==> config.mk <==
export PLATFORM = sky130hd
export DESIGN_NAME = cpu_run_ctrl_flat
export DESIGN_NICKNAME = d
export VERILOG_FILES = /design/src/rtl/cpu_run_ctrl_pkg.sv /design/src/rtl/cpu_run_ctrl_if.sv /design/src/rtl/cpu_run_ctrl_mem_port_mux.sv /design/src/rtl/cpu_run_ctrl.sv /design/src/flat_wrapper.sv
export SDC_FILE = /design/constraint.sdc
export NUM_CORES = 1
export LEC_CHECK = 0
export BUFFER_PORTS_ARGS = -buffer_cell sky130_fd_sc_hd__clkbuf_2
export CORE_MARGIN = 5
export CORE_UTILIZATION = 44
export CTS_BUF_LIST = sky130_fd_sc_hd__clkbuf_2 sky130_fd_sc_hd__clkbuf_4 sky130_fd_sc_hd__clkbuf_8
export DETAILED_ROUTE_END_ITERATION = 10
export HOLD_SLACK_MARGIN = 0.08
export MAX_ROUTING_LAYER = met4
export PLACE_DENSITY_LB_ADDON = 0.2
export SYNTH_ARGS = -nofsm -noshare
export SYNTH_HDL_FRONTEND = slang
export SYNTH_HIERARCHICAL = 1
export SYNTH_SLANG_ARGS = --single-unit
==> constraint.sdc <==
create_clock -name CLOCK_50 -period 2.4 [get_ports CLOCK_50]
set_input_delay 0.36 -clock CLOCK_50 [delete_from_list [all_inputs] [get_ports CLOCK_50]]
set_output_delay 0.36 -clock CLOCK_50 [all_outputs]
set_load 0.03 [all_outputs]
==> src/rtl/cpu_run_ctrl_pkg.sv <==
// Shared definitions for the CPU run-control block: run-state encoding,
// default bus widths and the CPU fetch-state code.
package cpu_pkg;

  localparam int AW_DEF = 8;
  localparam int DW_DEF = 8;
  localparam int CW_DEF = 16;

  typedef enum logic [1:0] {
    HALTED = 2'd0,
    RUN    = 2'd1,
    STEP   = 2'd2,
    DBG    = 2'd3
  } run_state_t;

  // CPU FSM fetch state; instr_start is asserted while the CPU sits here.
  localparam logic [3:0] CYCLE1 = 4'b0000;

endpackage

==> src/rtl/cpu_run_ctrl_if.sv <==
// Debug/loader access port. The requester holds dbg_req until dbg_done.
interface cpu_run_ctrl_if #(
  parameter int AW = 8,
  parameter int DW = 8
);
  logic          dbg_req;
  logic          dbg_we;
  logic [AW-1:0] dbg_addr;
  logic [DW-1:0] dbg_wdata;
  logic [DW-1:0] dbg_rdata;
  logic          dbg_done;

  modport master (
    output dbg_req, dbg_we, dbg_addr, dbg_wdata,
    input  dbg_rdata, dbg_done
  );

  modport slave (
    input  dbg_req, dbg_we, dbg_addr, dbg_wdata,
    output dbg_rdata, dbg_done
  );
endinterface

==> src/rtl/cpu_run_ctrl_mem_port_mux.sv <==
// Shared memory port select: debug owns the port only in DBG, otherwise the
// CPU does, with its writes suppressed while the CPU is frozen.
module mem_port_mux #(
  parameter int AW = 8,
  parameter int DW = 8
) (
  input  logic          sel_dbg,
  input  logic          cpu_en,
  input  logic [AW-1:0] cpu_addr,
  input  logic [DW-1:0] cpu_wdata,
  input  logic          cpu_we,
  input  logic [AW-1:0] dbg_addr,
  input  logic [DW-1:0] dbg_wdata,
  input  logic          dbg_we,
  output logic [AW-1:0] mem_addr,
  output logic [DW-1:0] mem_wdata,
  output logic          mem_we
);
  assign mem_addr  = sel_dbg ? dbg_addr  : cpu_addr;
  assign mem_wdata = sel_dbg ? dbg_wdata : cpu_wdata;
  assign mem_we    = sel_dbg ? dbg_we    : (cpu_we & cpu_en);
endmodule

==> src/rtl/cpu_run_ctrl.sv <==
// Run control and memory-port arbiter for the multicycle CPU. Halts, resumes
// and single-steps only on fetch boundaries; one PC breakpoint; grants the
// memory port to the debug requester while halted.
module cpu_run_ctrl
  import cpu_pkg::*;
#(
  parameter int AW = AW_DEF,
  parameter int DW = DW_DEF,
  parameter int CW = CW_DEF
) (
  input  logic          CLOCK_50,
  input  logic          RESETn,
  input  logic          run_req,
  input  logic          halt_req,
  input  logic          step_req,
  input  logic          bp_en,
  input  logic [AW-1:0] bp_addr,
  input  logic [AW-1:0] pc,
  input  logic          instr_start,
  output logic          cpu_en,
  input  logic [AW-1:0] cpu_addr,
  input  logic [DW-1:0] cpu_wdata,
  input  logic          cpu_we,
  output logic [DW-1:0] cpu_rdata,
  cpu_run_ctrl_if.slave dbg,
  output logic [AW-1:0] mem_addr,
  output logic [DW-1:0] mem_wdata,
  output logic          mem_we,
  input  logic [DW-1:0] mem_rdata,
  output logic          halted,
  output logic          bp_hit,
  output logic [CW-1:0] instr_count
);

  run_state_t state;
  logic       first;      // no boundary executed yet since leaving HALTED
  logic       halt_pend;  // halt requested, waiting for the next boundary
  logic       bp_match;
  logic       stop;

  // first masks the breakpoint so resuming at bp_addr does not re-hit it
  assign bp_match = bp_en && (pc == bp_addr) && !first;

  // Stop condition evaluated at a boundary for the current run mode
  always_comb begin
    stop = 1'b0;
    case (state)
      RUN:     stop = halt_pend | ~run_req | bp_match;
      STEP:    stop = ~first;
      default: stop = 1'b0;
    endcase
  end

  assign cpu_en    = ((state == RUN) || (state == STEP)) && !(instr_start && stop);
  assign halted    = (state == HALTED);
  assign cpu_rdata = mem_rdata;

  mem_port_mux #(.AW(AW), .DW(DW)) u_mux (
    .sel_dbg   (state == DBG),
    .cpu_en    (cpu_en),
    .cpu_addr  (cpu_addr),
    .cpu_wdata (cpu_wdata),
    .cpu_we    (cpu_we),
    .dbg_addr  (dbg.dbg_addr),
    .dbg_wdata (dbg.dbg_wdata),
    .dbg_we    (dbg.dbg_we),
    .mem_addr  (mem_addr),
    .mem_wdata (mem_wdata),
    .mem_we    (mem_we)
  );

  // Run-state FSM with its sticky flags, debug access completion and counter
  always_ff @(posedge CLOCK_50 or negedge RESETn) begin
    if (!RESETn) begin
      state         <= HALTED;
      first         <= 1'b0;
      halt_pend     <= 1'b0;
      bp_hit        <= 1'b0;
      dbg.dbg_done  <= 1'b0;
      dbg.dbg_rdata <= '0;
      instr_count   <= '0;
    end else begin
      dbg.dbg_done <= 1'b0;
      if (instr_start && cpu_en) instr_count <= instr_count + CW'(1);
      case (state)
        HALTED: begin
          if (dbg.dbg_req) begin
            state <= DBG;
          end else if (halt_req) begin
            // already halted: nothing to do
          end else if (step_req) begin
            state  <= STEP;
            first  <= 1'b1;
            bp_hit <= 1'b0;
          end else if (run_req) begin
            state  <= RUN;
            first  <= 1'b1;
            bp_hit <= 1'b0;
          end
        end
        RUN, STEP: begin
          if (halt_req) halt_pend <= 1'b1;
          if (instr_start && cpu_en) first <= 1'b0;
          if (instr_start && stop) begin
            state     <= HALTED;
            halt_pend <= 1'b0;
            if ((state == RUN) && bp_match) bp_hit <= 1'b1;
          end
        end
        DBG: begin
          state        <= HALTED;
          dbg.dbg_done <= 1'b1;
          if (!dbg.dbg_we) dbg.dbg_rdata <= mem_rdata;
        end
        default: state <= HALTED;
      endcase
    end
  end

endmodule

==> src/flat_wrapper.sv <==
// flat-port wrapper written by rule: the top's interface ports become plain ports
module cpu_run_ctrl_flat import cpu_pkg::*;
#(
  parameter int AW = AW_DEF,
  parameter int DW = DW_DEF,
  parameter int CW = CW_DEF
)
  (CLOCK_50, RESETn, run_req, halt_req, step_req, bp_en, bp_addr, pc, instr_start, cpu_en, cpu_addr, cpu_wdata, cpu_we, cpu_rdata, mem_addr, mem_wdata, mem_we, mem_rdata, halted, bp_hit, instr_count, dbg_dbg_req, dbg_dbg_we, dbg_dbg_addr, dbg_dbg_wdata, dbg_dbg_rdata, dbg_dbg_done);
  cpu_run_ctrl_if #(.AW(AW), .DW(DW)) dbg_i ();
  input  logic CLOCK_50;
  input  logic RESETn;
  input  logic run_req;
  input  logic halt_req;
  input  logic step_req;
  input  logic bp_en;
  input  logic [AW-1:0] bp_addr;
  input  logic [AW-1:0] pc;
  input  logic instr_start;
  output logic cpu_en;
  input  logic [AW-1:0] cpu_addr;
  input  logic [DW-1:0] cpu_wdata;
  input  logic cpu_we;
  output logic [DW-1:0] cpu_rdata;
  output logic [AW-1:0] mem_addr;
  output logic [DW-1:0] mem_wdata;
  output logic mem_we;
  input  logic [DW-1:0] mem_rdata;
  output logic halted;
  output logic bp_hit;
  output logic [CW-1:0] instr_count;
  input wire logic [$bits(dbg_i.dbg_req)-1:0] dbg_dbg_req;
  input wire logic [$bits(dbg_i.dbg_we)-1:0] dbg_dbg_we;
  input wire logic [$bits(dbg_i.dbg_addr)-1:0] dbg_dbg_addr;
  input wire logic [$bits(dbg_i.dbg_wdata)-1:0] dbg_dbg_wdata;
  output wire logic [$bits(dbg_i.dbg_rdata)-1:0] dbg_dbg_rdata;
  output wire logic [$bits(dbg_i.dbg_done)-1:0] dbg_dbg_done;
  assign dbg_i.dbg_req = dbg_dbg_req;
  assign dbg_i.dbg_we = dbg_dbg_we;
  assign dbg_i.dbg_addr = dbg_dbg_addr;
  assign dbg_i.dbg_wdata = dbg_dbg_wdata;
  assign dbg_dbg_rdata = dbg_i.dbg_rdata;
  assign dbg_dbg_done = dbg_i.dbg_done;
  cpu_run_ctrl #(.AW(AW), .DW(DW), .CW(CW)) u_core (.CLOCK_50(CLOCK_50), .RESETn(RESETn), .run_req(run_req), .halt_req(halt_req), .step_req(step_req), .bp_en(bp_en), .bp_addr(bp_addr), .pc(pc), .instr_start(instr_start), .cpu_en(cpu_en), .cpu_addr(cpu_addr), .cpu_wdata(cpu_wdata), .cpu_we(cpu_we), .cpu_rdata(cpu_rdata), .dbg(dbg_i), .mem_addr(mem_addr), .mem_wdata(mem_wdata), .mem_we(mem_we), .mem_rdata(mem_rdata), .halted(halted), .bp_hit(bp_hit), .instr_count(instr_count));
endmodule
==> results of run 1 <==
cell usage in the layout (no fill, tap or decap), types with 7 or more instances in the layout:
cell      instances
clkbuf_2        117
mux2_2           17
xor2_1           10
mux2_4            8
buf_4             7
xnor2_1          13
nand3_1          10
nand2_1          10
dfrtp_1          30
registers in the layout (all words and copies together), names as in the netlist:
signal,cells
u_core/instr_count,16
u_core/dbg.dbg_rdata,8
u_core/state,2
u_core/bp_hit,1
u_core/dbg.dbg_done,1
u_core/first,1
u_core/halt_pend,1
per-layer routing:
metal,GRT usage,share of wire,up-vias
met1,0.203,0.37,801
li1,-,-,821
met2,0.312,0.50,79
met5,-,0,-
met3,0.0409,0.11,11
met4,0.0757,0.020,0
path summary, 6_finish.rpt:
kind                                                    start                             endpoint  cells after the start
max in group asynchronous                              RESETn          u_core/state[0]$_DFFE_PN0P_                      1
min reg2reg                u_core/instr_count[11]$_DFFE_PN0P_   u_core/instr_count[11]$_DFFE_PN0P_                      1
max reg2reg                       u_core/state[0]$_DFFE_PN0P_   u_core/instr_count[15]$_DFFE_PN0P_                      7
min                                                    RESETn  u_core/dbg.dbg_rdata[4]$_DFFE_PN0P_                      1
min in group CLOCK_50                            mem_rdata[3]  u_core/dbg.dbg_rdata[3]$_DFFE_PN0P_                      2
max                               u_core/state[1]$_DFFE_PN0P_                               mem_we                      9
Yosys cell counts (2+ instances only):
cell type / count
xor2_1: 10
nand3_1: 10
nor4b_4: 2
nand2_1: 10
inv_1: 3
and3_1: 5
dfrtp_1: 30
nand4_1: 5
mux2_4: 8
mux2i_1: 3
nor3_1: 2
ha_1: 5
o21ai_0: 5
a21oi_1: 4
nor2b_1: 3
mux2_2: 17
xnor2_1: 13
buf_4: 8
nor2_1: 2
metrics by stage:
stage               area, um2  instances  worst slack [ps]
floorplan                1910        166              58.1
global placement         2500        327               434
detailed placement       2500        327               386
CTS                      2580        334              80.6
global route             2610        336             -18.2
finish                   2610        336               128
kinds of logic (layout without fill, tap and decap cells):
logic type               after synthesis  count (layout)  share of synthesized area
flip-flops                            30              30                      0.395
multiplexers                          28              28                      0.180
AND/OR/NAND/NOR                       50              50                      0.180
adder cells (fa/ha/maj)                5               5                     0.0329
XOR/XNOR                              23              23                      0.106
AO/OA/AOI/OAI                         15              15                     0.0474
buffers and inverters                 15             135                     0.0586
report_power, final:
group	internal, mW	leakage, nW	switching [mW]	total [mW]
clock network	0.194	0.0438	0.170	0.363
logic	0.623	0.963	0.966	1.59
registers	0.664	0.383	0.110	0.774
total	1.48	1.39	1.25	2.73
repair_timing:
| action | 4_1_cts | 5_1_grt |
|---|---|---|
| buffers inserted | 0 | 2 |
| resized for setup | 0 | 3 |
| endpoints found under the setup margin | 0 | 1 |
| hold buffers | 0 | 0 |
cell type report:
type | instances | area [um2]
Clock buffer | 5 | 68.8
Clock inverter | 2 | 10.0
Fill cell | 350 | 1480
Inverter | 3 | 11.3
Multi-Input combinational cell | 121 | 1060
Sequential cell | 30 | 751
Tap cell | 50 | 62.6
Timing Repair Buffer | 125 | 646
==> flow_metrics.py, run 1 <==
metrics = {
    "clock_tree": {
        "cts.sinks": 30,
        "htree_levels": 2,
        "cts_tree": "done",
        "cts_buffers": 5,
        "clk_latency_ps": 280,
        "cts.reportedPaths.clkPinSlew_ps": 60,
        "root_buffer": "clkbuf_8",
        "cts_buffer_depth": 2,
    },
    "power_and_ir_drop": {
        "leakage_nw": 1.39,
        "max-vdd-ir-drop_v": 0.000681,
        "powerDensity_mw_per_mm2": 1050,
        "total_power_mw": 2.73,
    },
    "status": {
        "status": "finished clean",
    },
    "sta": {
        "clock.fmax_ghz": 0.440,
        "min_period_over_period": 0.947,
        "tightest_slew_ps": 719,
        "skew_ps": 4.57,
        "fin_crit_ps": 2270,
        "finalSetupViolations": 0,
        "final_hold_viol_count": 0,
        "slew_headroom": 0.520,
        "slew_viol_final": 0,
        "setup_tns_ps": 0,
        "timing.hold.ws_ps": 127,
    },
    "floorplanning": {
        "dieArea_mm2": 0.00573,
        "pin_count": 119,
        "die_w_um": 75.7,
        "core-area_mm2": 0.00409,
        "die-height_um": 75.7,
        "rows": 23,
        "start_util": 0.465,
    },
    "layout": {
        "drive_gt1_frac": 0.584,
        "antenna_cells": 0,
        "final_nets": 357,
        "final_util": 0.637,
        "syn_to_final_growth_pct": 37.2,
    },
    "grt": {
        "first_global_vias": 1690,
        "grt_pass1_wl_um": 7580,
        "overflow": 0,
        "grt_start_max_net_pins": 31,
        "antenna_found_initial": 0,
        "grt_util_all_layers": 0.182,
    },
    "critical_path": {
        "cp.arrival_ps": 1910,
        "cp_common_cell": "nand2_1",
        "path_max_fanout": 4,
        "path_class": "reg2out",
        "critical-path-top-delay-family": "simple AND/OR/NAND/NOR gates",
        "cp-start-kind": "flip-flop",
        "crit_chain": "inv_1 -> ha_1 -> and4b_1 -> nand3_2 -> nand2_1 -> a21boi_4 -> nand2_1 -> o21ai_2 -> clkbuf_4",
        "worst-path-buf-inv": 2,
        "cp_slowest_cell": "dfrtp_1",
        "end_kind": "output port",
        "reg2reg_setup_slack_ps": 420,
        "cp.required_ps": 2040,
        "cp_slowest_stage_delay_ps": 360,
    },
    "yosys": {
        "ys_async_sr_fraction": 1.00,
        "ys_seq_area_frac": 0.395,
        "synth_top_area_share": 0.395,
        "netlist_instances": 166,
        "netlist_area_mm2": 0.00190,
        "synth_ff_type": "dfrtp_1",
        "synth-seq-cells": 30,
        "synth_nets": 237,
        "syn_area_per_cell_um2": 11.4,
        "yosys-top-cells-area": "dfrtp_1 (40%), mux2_2 (10%), mux2_4 (6.3%)",
        "synth_top_area_cell": "dfrtp_1",
        "synth-warning-count": 6,
        "synth.distinct_cells": 40,
        "synth_edf_count": 0,
    },
    "min_path": {
        "hold_class": "in2async",
    },
    "route": {
        "wire_per_inst_um": 14.7,
        "vias": 1712,
        "drc": 0,
        "drtIter0Drc": 50,
        "dr.pass1.iters": 4,
        "wl_um": 4950,
        "antenna_left": 0,
        "vias_per_cell": 5.10,
    },
    "placement": {
        "dp_hpwl_um": 4150,
        "place_congestion": 0.882,
        "port_buffers": 118,
    },
    "flow_run": {
        "max-cap-violations": 0,
    },
}
No activity file was read; power rests on OpenSTA's default activity.
==> inputs of run 2 (changes only) <==
--- a/config.mk
+++ b/config.mk
@@ -13,6 +13,8 @@
 export HOLD_SLACK_MARGIN = 0.08
 export MAX_ROUTING_LAYER = met4
 export PLACE_DENSITY_LB_ADDON = 0.2
+export RECOVER_POWER = 100
+export SKIP_CTS_REPAIR_TIMING = 1
 export SYNTH_ARGS = -nofsm -noshare
 export SYNTH_HDL_FRONTEND = slang
 export SYNTH_HIERARCHICAL = 1
==> run 2 against run 1 <==
Net effect: the run now ends with capacitance limit, slew limit left; clock-buffer cell count did not move; register-to-register slack barely moved; die area did not move; non-clock buffer count did not move; fmax barely moved; sequential power barely moved; flip-flop and latch count did not move; clock skew fell by 0.58 ps; setup slack got worse by 0.98 ps; combinational power fell by 3%; critical path depth did not move; sequential share of layout area rose by 0.55 points; critical endpoint unchanged; largest power group unchanged; highest routed layer unchanged.
==> flow_metrics.py, run 2 (synthesized netlist as in run 1, its figures left out) <==
metrics = {
    "status": {
        "status": "finished, violations left",
        "violations": "capacitance limit, slew limit",
    },
    "layout": {
        "largest_register_ff_count": 16,
        "final_cell_mix": "clkbuf_2 (81), clkbuf_1 (37), dfrtp_1 (30), mux2_2 (17), xnor2_1 (13)",
        "fillerInstances": 364,
        "drive_gt1_frac": 0.455,
        "design_area_mm2": 0.00256,
        "final_common_cell": "clkbuf_2",
        "max_flop_register": "u_core/instr_count",
        "final_nets": 357,
        "largest_registers": "u_core/instr_count: 16 flops, u_core/dbg.dbg_rdata: 8 flops, u_core/state: 2 flops",
        "syn_to_final_growth_pct": 34.6,
        "antenna_cells": 0,
    },
    "critical_path": {
        "cp_common_cell": "nand2_1",
        "end_kind": "output port",
        "path_class": "reg2out",
        "crit_chain": "inv_1 -> ha_1 -> and4b_1 -> nand3_2 -> nand2_1 -> a21boi_4 -> nand2_1 -> o21ai_2 -> clkbuf_4",
        "cp_slowest_cell": "dfrtp_1",
        "critical-path-top-delay-family": "simple AND/OR/NAND/NOR gates",
        "worst-path-buf-inv": 2,
        "cp_slowest_stage_delay_ps": 360,
        "cp.required_ps": 2040,
        "path_max_fanout": 4,
        "cp.arrival_ps": 1910,
        "cp-start-kind": "flip-flop",
    },
    "power_and_ir_drop": {
        "total_power_mw": 2.69,
        "netSwitchingPower_mw": 1.25,
        "pwr-share-seq": 0.288,
        "max-vdd-ir-drop_v": 0.000653,
        "powerDensity_mw_per_mm2": 1050,
        "power_frac_clock": 0.136,
        "leakage_nw": 1.27,
        "p_comb_frac": 0.577,
        "internal_power_mw": 1.44,
        "swShare": 0.465,
    },
    "floorplanning": {
        "rows": 23,
        "core-area_mm2": 0.00409,
        "dieArea_mm2": 0.00573,
        "die-height_um": 75.7,
        "start_util": 0.465,
        "pin_count": 119,
        "die_w_um": 75.7,
    },
    "clock_tree": {
        "cts_tree": "done",
        "clk_latency_ps": 280,
        "cts_buffer_depth": 2,
        "cts.reportedPaths.clkPinSlew_ps": 60,
        "cts_buffers": 5,
        "cts.sinks": 30,
        "htree_levels": 2,
        "root_buffer": "clkbuf_8",
    },
    "route": {
        "vias": 1719,
        "wl_um": 4990,
        "vias_per_cell": 5.12,
        "drtIter0Drc": 59,
        "wire_per_inst_um": 14.9,
        "antenna_left": 0,
        "dr.pass1.iters": 4,
        "drc": 0,
    },
    "grt": {
        "overflow": 0,
        "grt_pass1_wl_um": 7580,
        "antenna_found_initial": 0,
        "grt_util_all_layers": 0.182,
        "first_global_vias": 1690,
        "grt_start_max_net_pins": 31,
    },
    "sta": {
        "slew_headroom": -0.0269,
        "setup_tns_ps": 0,
        "skew_ps": 3.99,
        "final_hold_viol_count": 0,
        "timing.hold.ws_ps": 334,
        "tightest_slew_ps": 1540,
        "clock.fmax_ghz": 0.440,
        "finalSetupViolations": 0,
        "fin_crit_ps": 2270,
        "min_period_over_period": 0.947,
        "slew_viol_final": 31,
    },
    "placement": {
        "placed_area_mm2": 0.00250,
        "port_buffers": 118,
        "dp_hpwl_um": 4150,
        "place_congestion": 0.882,
    },
    "flow_run": {
        "max-cap-violations": 1,
    },
    "min_path": {
        "hold_class": "in2reg",
    },
}
-- run 2: cell count changes in the layout (fill, tap and decap cells not counted) --
cell      previous run  this run
clkbuf_1             0        37
clkbuf_2           117        81
buf_4                7         5
clkbuf_4             1         2
-- run 2: path summary, 6_finish.rpt --
path	from	end	slack [ps]	cells after the start
min in group asynchronous	RESETn	u_core/dbg.dbg_rdata[4]$_DFFE_PN0P_	450	1
worst max-delay path	u_core/state[1]$_DFFE_PN0P_	mem_we	130	9
worst min-delay path	mem_rdata[3]	u_core/dbg.dbg_rdata[3]$_DFFE_PN0P_	330	2
worst max register to register	u_core/state[0]$_DFFE_PN0P_	u_core/instr_count[15]$_DFFE_PN0P_	420	7
max in group asynchronous	RESETn	u_core/state[0]$_DFFE_PN0P_	1050	1
worst min register to register	u_core/instr_count[11]$_DFFE_PN0P_	u_core/instr_count[11]$_DFFE_PN0P_	480	1
-- run 2: power by group through the flow --
stage | clock network, mW | logic, mW | registers [mW]
CTS | 0.380 | 1.57 | 0.775
global placement | 0 | 1.55 | 0.778
finish | 0.365 | 1.55 | 0.774
global route | 0.408 | 1.68 | 0.798
detailed placement | 0 | 1.56 | 0.782
floorplan | 0 | 0.901 | 1.01
-- run 2: routing by layer --
metal,part of all wire,track usage
met5,0,-
met4,0.019,0.0757
met3,0.11,0.0409
met2,0.50,0.312
met1,0.37,0.203
-- run 2: final cells by class --
type	instances	area, um2	share of cell area
inverters	3	11.3	0.00441
clock buffers	5	68.8	0.0269
clock inverters	2	10.0	0.00392
repair buffers	125	597	0.233
multi-input cells	121	1060	0.413
well taps	50	62.6	0.0245
flip-flops and latches	30	751	0.294
-- run 2: per-stage QoR --
stage | std cells | worst slack, ps | utilization
after CTS | 334 | 80.6 | 0.632
after global placement | 327 | 434 | 0.613
after global routing | 336 | -16.5 | 0.626
after floorplan | 166 | 58.1 | -
after detailed placement | 327 | 386 | 0.613
final | 336 | 127 | 0.626
==> inputs of run 3 (changes only) <==
--- a/config.mk
+++ b/config.mk
@@ -5,11 +5,11 @@
 export SDC_FILE = /design/constraint.sdc
 export NUM_CORES = 1
 export LEC_CHECK = 0
-export BUFFER_PORTS_ARGS = -buffer_cell sky130_fd_sc_hd__clkbuf_2
 export CORE_MARGIN = 5
-export CORE_UTILIZATION = 44
+export CORE_UTILIZATION = 65
 export CTS_BUF_LIST = sky130_fd_sc_hd__clkbuf_2 sky130_fd_sc_hd__clkbuf_4 sky130_fd_sc_hd__clkbuf_8
 export DETAILED_ROUTE_END_ITERATION = 10
+export DONT_BUFFER_PORTS = 1
 export HOLD_SLACK_MARGIN = 0.08
 export MAX_ROUTING_LAYER = met4
 export PLACE_DENSITY_LB_ADDON = 0.2
==> run 3 against run 2 <==
Net effect: the flow still finishes with violations (capacitance limit, slew limit); combinational power decreased by 28%; global-route usage increased by 3.9 points; highest routed layer unchanged; sequential power increased by 36%.
==> flow_metrics.py, run 3 (synthesized netlist as in run 1, its figures left out) <==
metrics = {
    "placement": {
        "place_congestion": 0.758,
        "dp_cells": 193,
        "port_buffers": 0,
        "dp_hpwl_um": 3620,
        "placed_area_mm2": 0.00191,
    },
    "status": {
        "violations": "capacitance limit, slew limit",
        "status": "finished, violations left",
    },
    "layout": {
        "final_common_cell": "dfrtp_1",
        "final_cell_mix": "dfrtp_1 (30), mux2_2 (17), xnor2_1 (13)",
        "design_area_mm2": 0.00203,
        "max_flop_register": "u_core/instr_count",
        "final_util": 0.731,
        "antenna_cells": 0,
        "syn_to_final_growth_pct": 7.05,
        "drive_gt1_frac": 0.306,
        "fin_cells": 204,
        "largest_registers": "u_core/instr_count: 16 flops, u_core/dbg.dbg_rdata: 8 flops, u_core/state: 2 flops",
        "largest_register_ff_count": 16,
        "final_nets": 244,
    },
    "clock_tree": {
        "clk_latency_ps": 330,
        "cts_buffer_depth": 2,
        "cts_buffers": 5,
        "cts.sinks": 30,
        "cts.reportedPaths.clkPinSlew_ps": 90,
        "cts_tree": "done",
        "root_buffer": "clkbuf_4",
        "htree_levels": 2,
    },
    "sta": {
        "min_period_over_period": 0.957,
        "tightest_slew_ps": 1520,
        "setup_tns_ps": 0,
        "finalSetupViolations": 0,
        "skew_ps": 11.7,
        "clock.fmax_ghz": 0.435,
        "final_hold_viol_count": 0,
        "slew_viol_final": 31,
        "slew_headroom": -0.0115,
        "fin_crit_ps": 2300,
    },
    "route": {
        "antenna_left": 0,
        "drtIter0Drc": 62,
        "wl_met2_um": 2490,
        "met3_length_um": 480,
        "wl_um": 4550,
        "topRoutingLayerUsed": "met4",
        "vias": 1331,
        "drt-met1-wl_um": 1540,
        "dr.pass1.iters": 4,
        "vias_per_cell": 6.52,
        "wire_per_inst_um": 22.3,
        "drc": 0,
    },
    "power_and_ir_drop": {
        "powerDensity_mw_per_mm2": 1270,
        "total_power_mw": 2.57,
        "max-vdd-ir-drop_v": 0.000894,
        "leakage_nw": 0.912,
    },
    "critical_path": {
        "crit_chain": "inv_1 -> ha_1 -> nor2b_1 -> a21oi_2 -> nand2_1 -> a21boi_4 -> nand2_1 -> o21ai_2 -> buf_6",
        "end_kind": "output port",
        "cp_slowest_cell": "dfrtp_1",
        "path_max_fanout": 3,
        "worst-path-buf-inv": 2,
        "cp-start-kind": "flip-flop",
        "cp.required_ps": 2040,
        "path_class": "reg2out",
        "critical-path-top-delay-family": "compound AO/OA/AOI/OAI gates",
        "cp_common_cell": "nand2_1",
        "cp_slowest_stage_delay_ps": 400,
        "cp.arrival_ps": 1940,
    },
    "grt": {
        "first_global_vias": 1363,
        "grt_util_all_layers": 0.220,
        "grt_pass1_wl_um": 6780,
        "antenna_found_initial": 0,
        "overflow": 0,
        "grt_start_max_net_pins": 31,
    },
    "min_path": {
        "hold_class": "in2reg",
    },
    "floorplanning": {
        "pin_count": 119,
        "dieArea_mm2": 0.00410,
        "start_util": 0.683,
        "die_w_um": 64.1,
        "die-height_um": 64.1,
        "core-area_mm2": 0.00278,
        "rows": 19,
    },
    "flow_run": {
        "max-cap-violations": 1,
    },
}
run 3: stage by stage:
stage	setup WS, ps	hold slack [ps]
3_5_place_dp	430	65.2
5_1_grt	-21.2	152
4_1_cts	70.4	-307
6_report	102	179
3_3_place_gp	494	65.2
2_1_floorplan	58.1	64.4
run 3: final timing paths:
path | startpoint | end | slack, ps | cells past startpoint
hold reg to reg | u_core/first$_DFFE_PN0P_ | u_core/first$_DFFE_PN0P_ | 550 | 1
setup reg to reg | u_core/state[0]$_DFFE_PN0P_ | u_core/instr_count[10]$_DFFE_PN0P_ | 360 | 7
hold / removal | mem_rdata[4] | u_core/dbg.dbg_rdata[4]$_DFFE_PN0P_ | 180 | 1
min in group asynchronous | RESETn | u_core/instr_count[4]$_DFFE_PN0P_ | 930 | 2
setup / recovery | u_core/state[0]$_DFFE_PN0P_ | mem_we | 100 | 9
max in group asynchronous | RESETn | u_core/state[0]$_DFFE_PN0P_ | 580 | 2
run 3: worst register-to-register path: stages, from the launching register on:
cell and delay, ps:
dfrtp_1 400, inv_1 100, ha_1 430, and2_0 200, and3_1 220, and4_1 290
nand3_1 130, xnor2_1 160
run 3: per-layer routing:
layer | global-route usage | vias up
met3 | 0.0928 | 6
met1 | 0.222 | 640
met2 | 0.387 | 90
met5 | - | -
li1 | - | 595
met4 | 0.0597 | 0
run 3: cell type report:
type                       count  area, um2
inverter                       3       11.3
sequential                    30        751
fill                         188        748
clock buffer                   6       51.3
clock inverter                 1       30.0
timing repair buffer          12       92.6
multi-input combinational    121       1060
tap                           31       38.8
run 3: power by group:
group          internal, mW  switching, mW
registers             0.658          0.391
logic                 0.498          0.622
clock network         0.242          0.163
total                  1.40           1.18
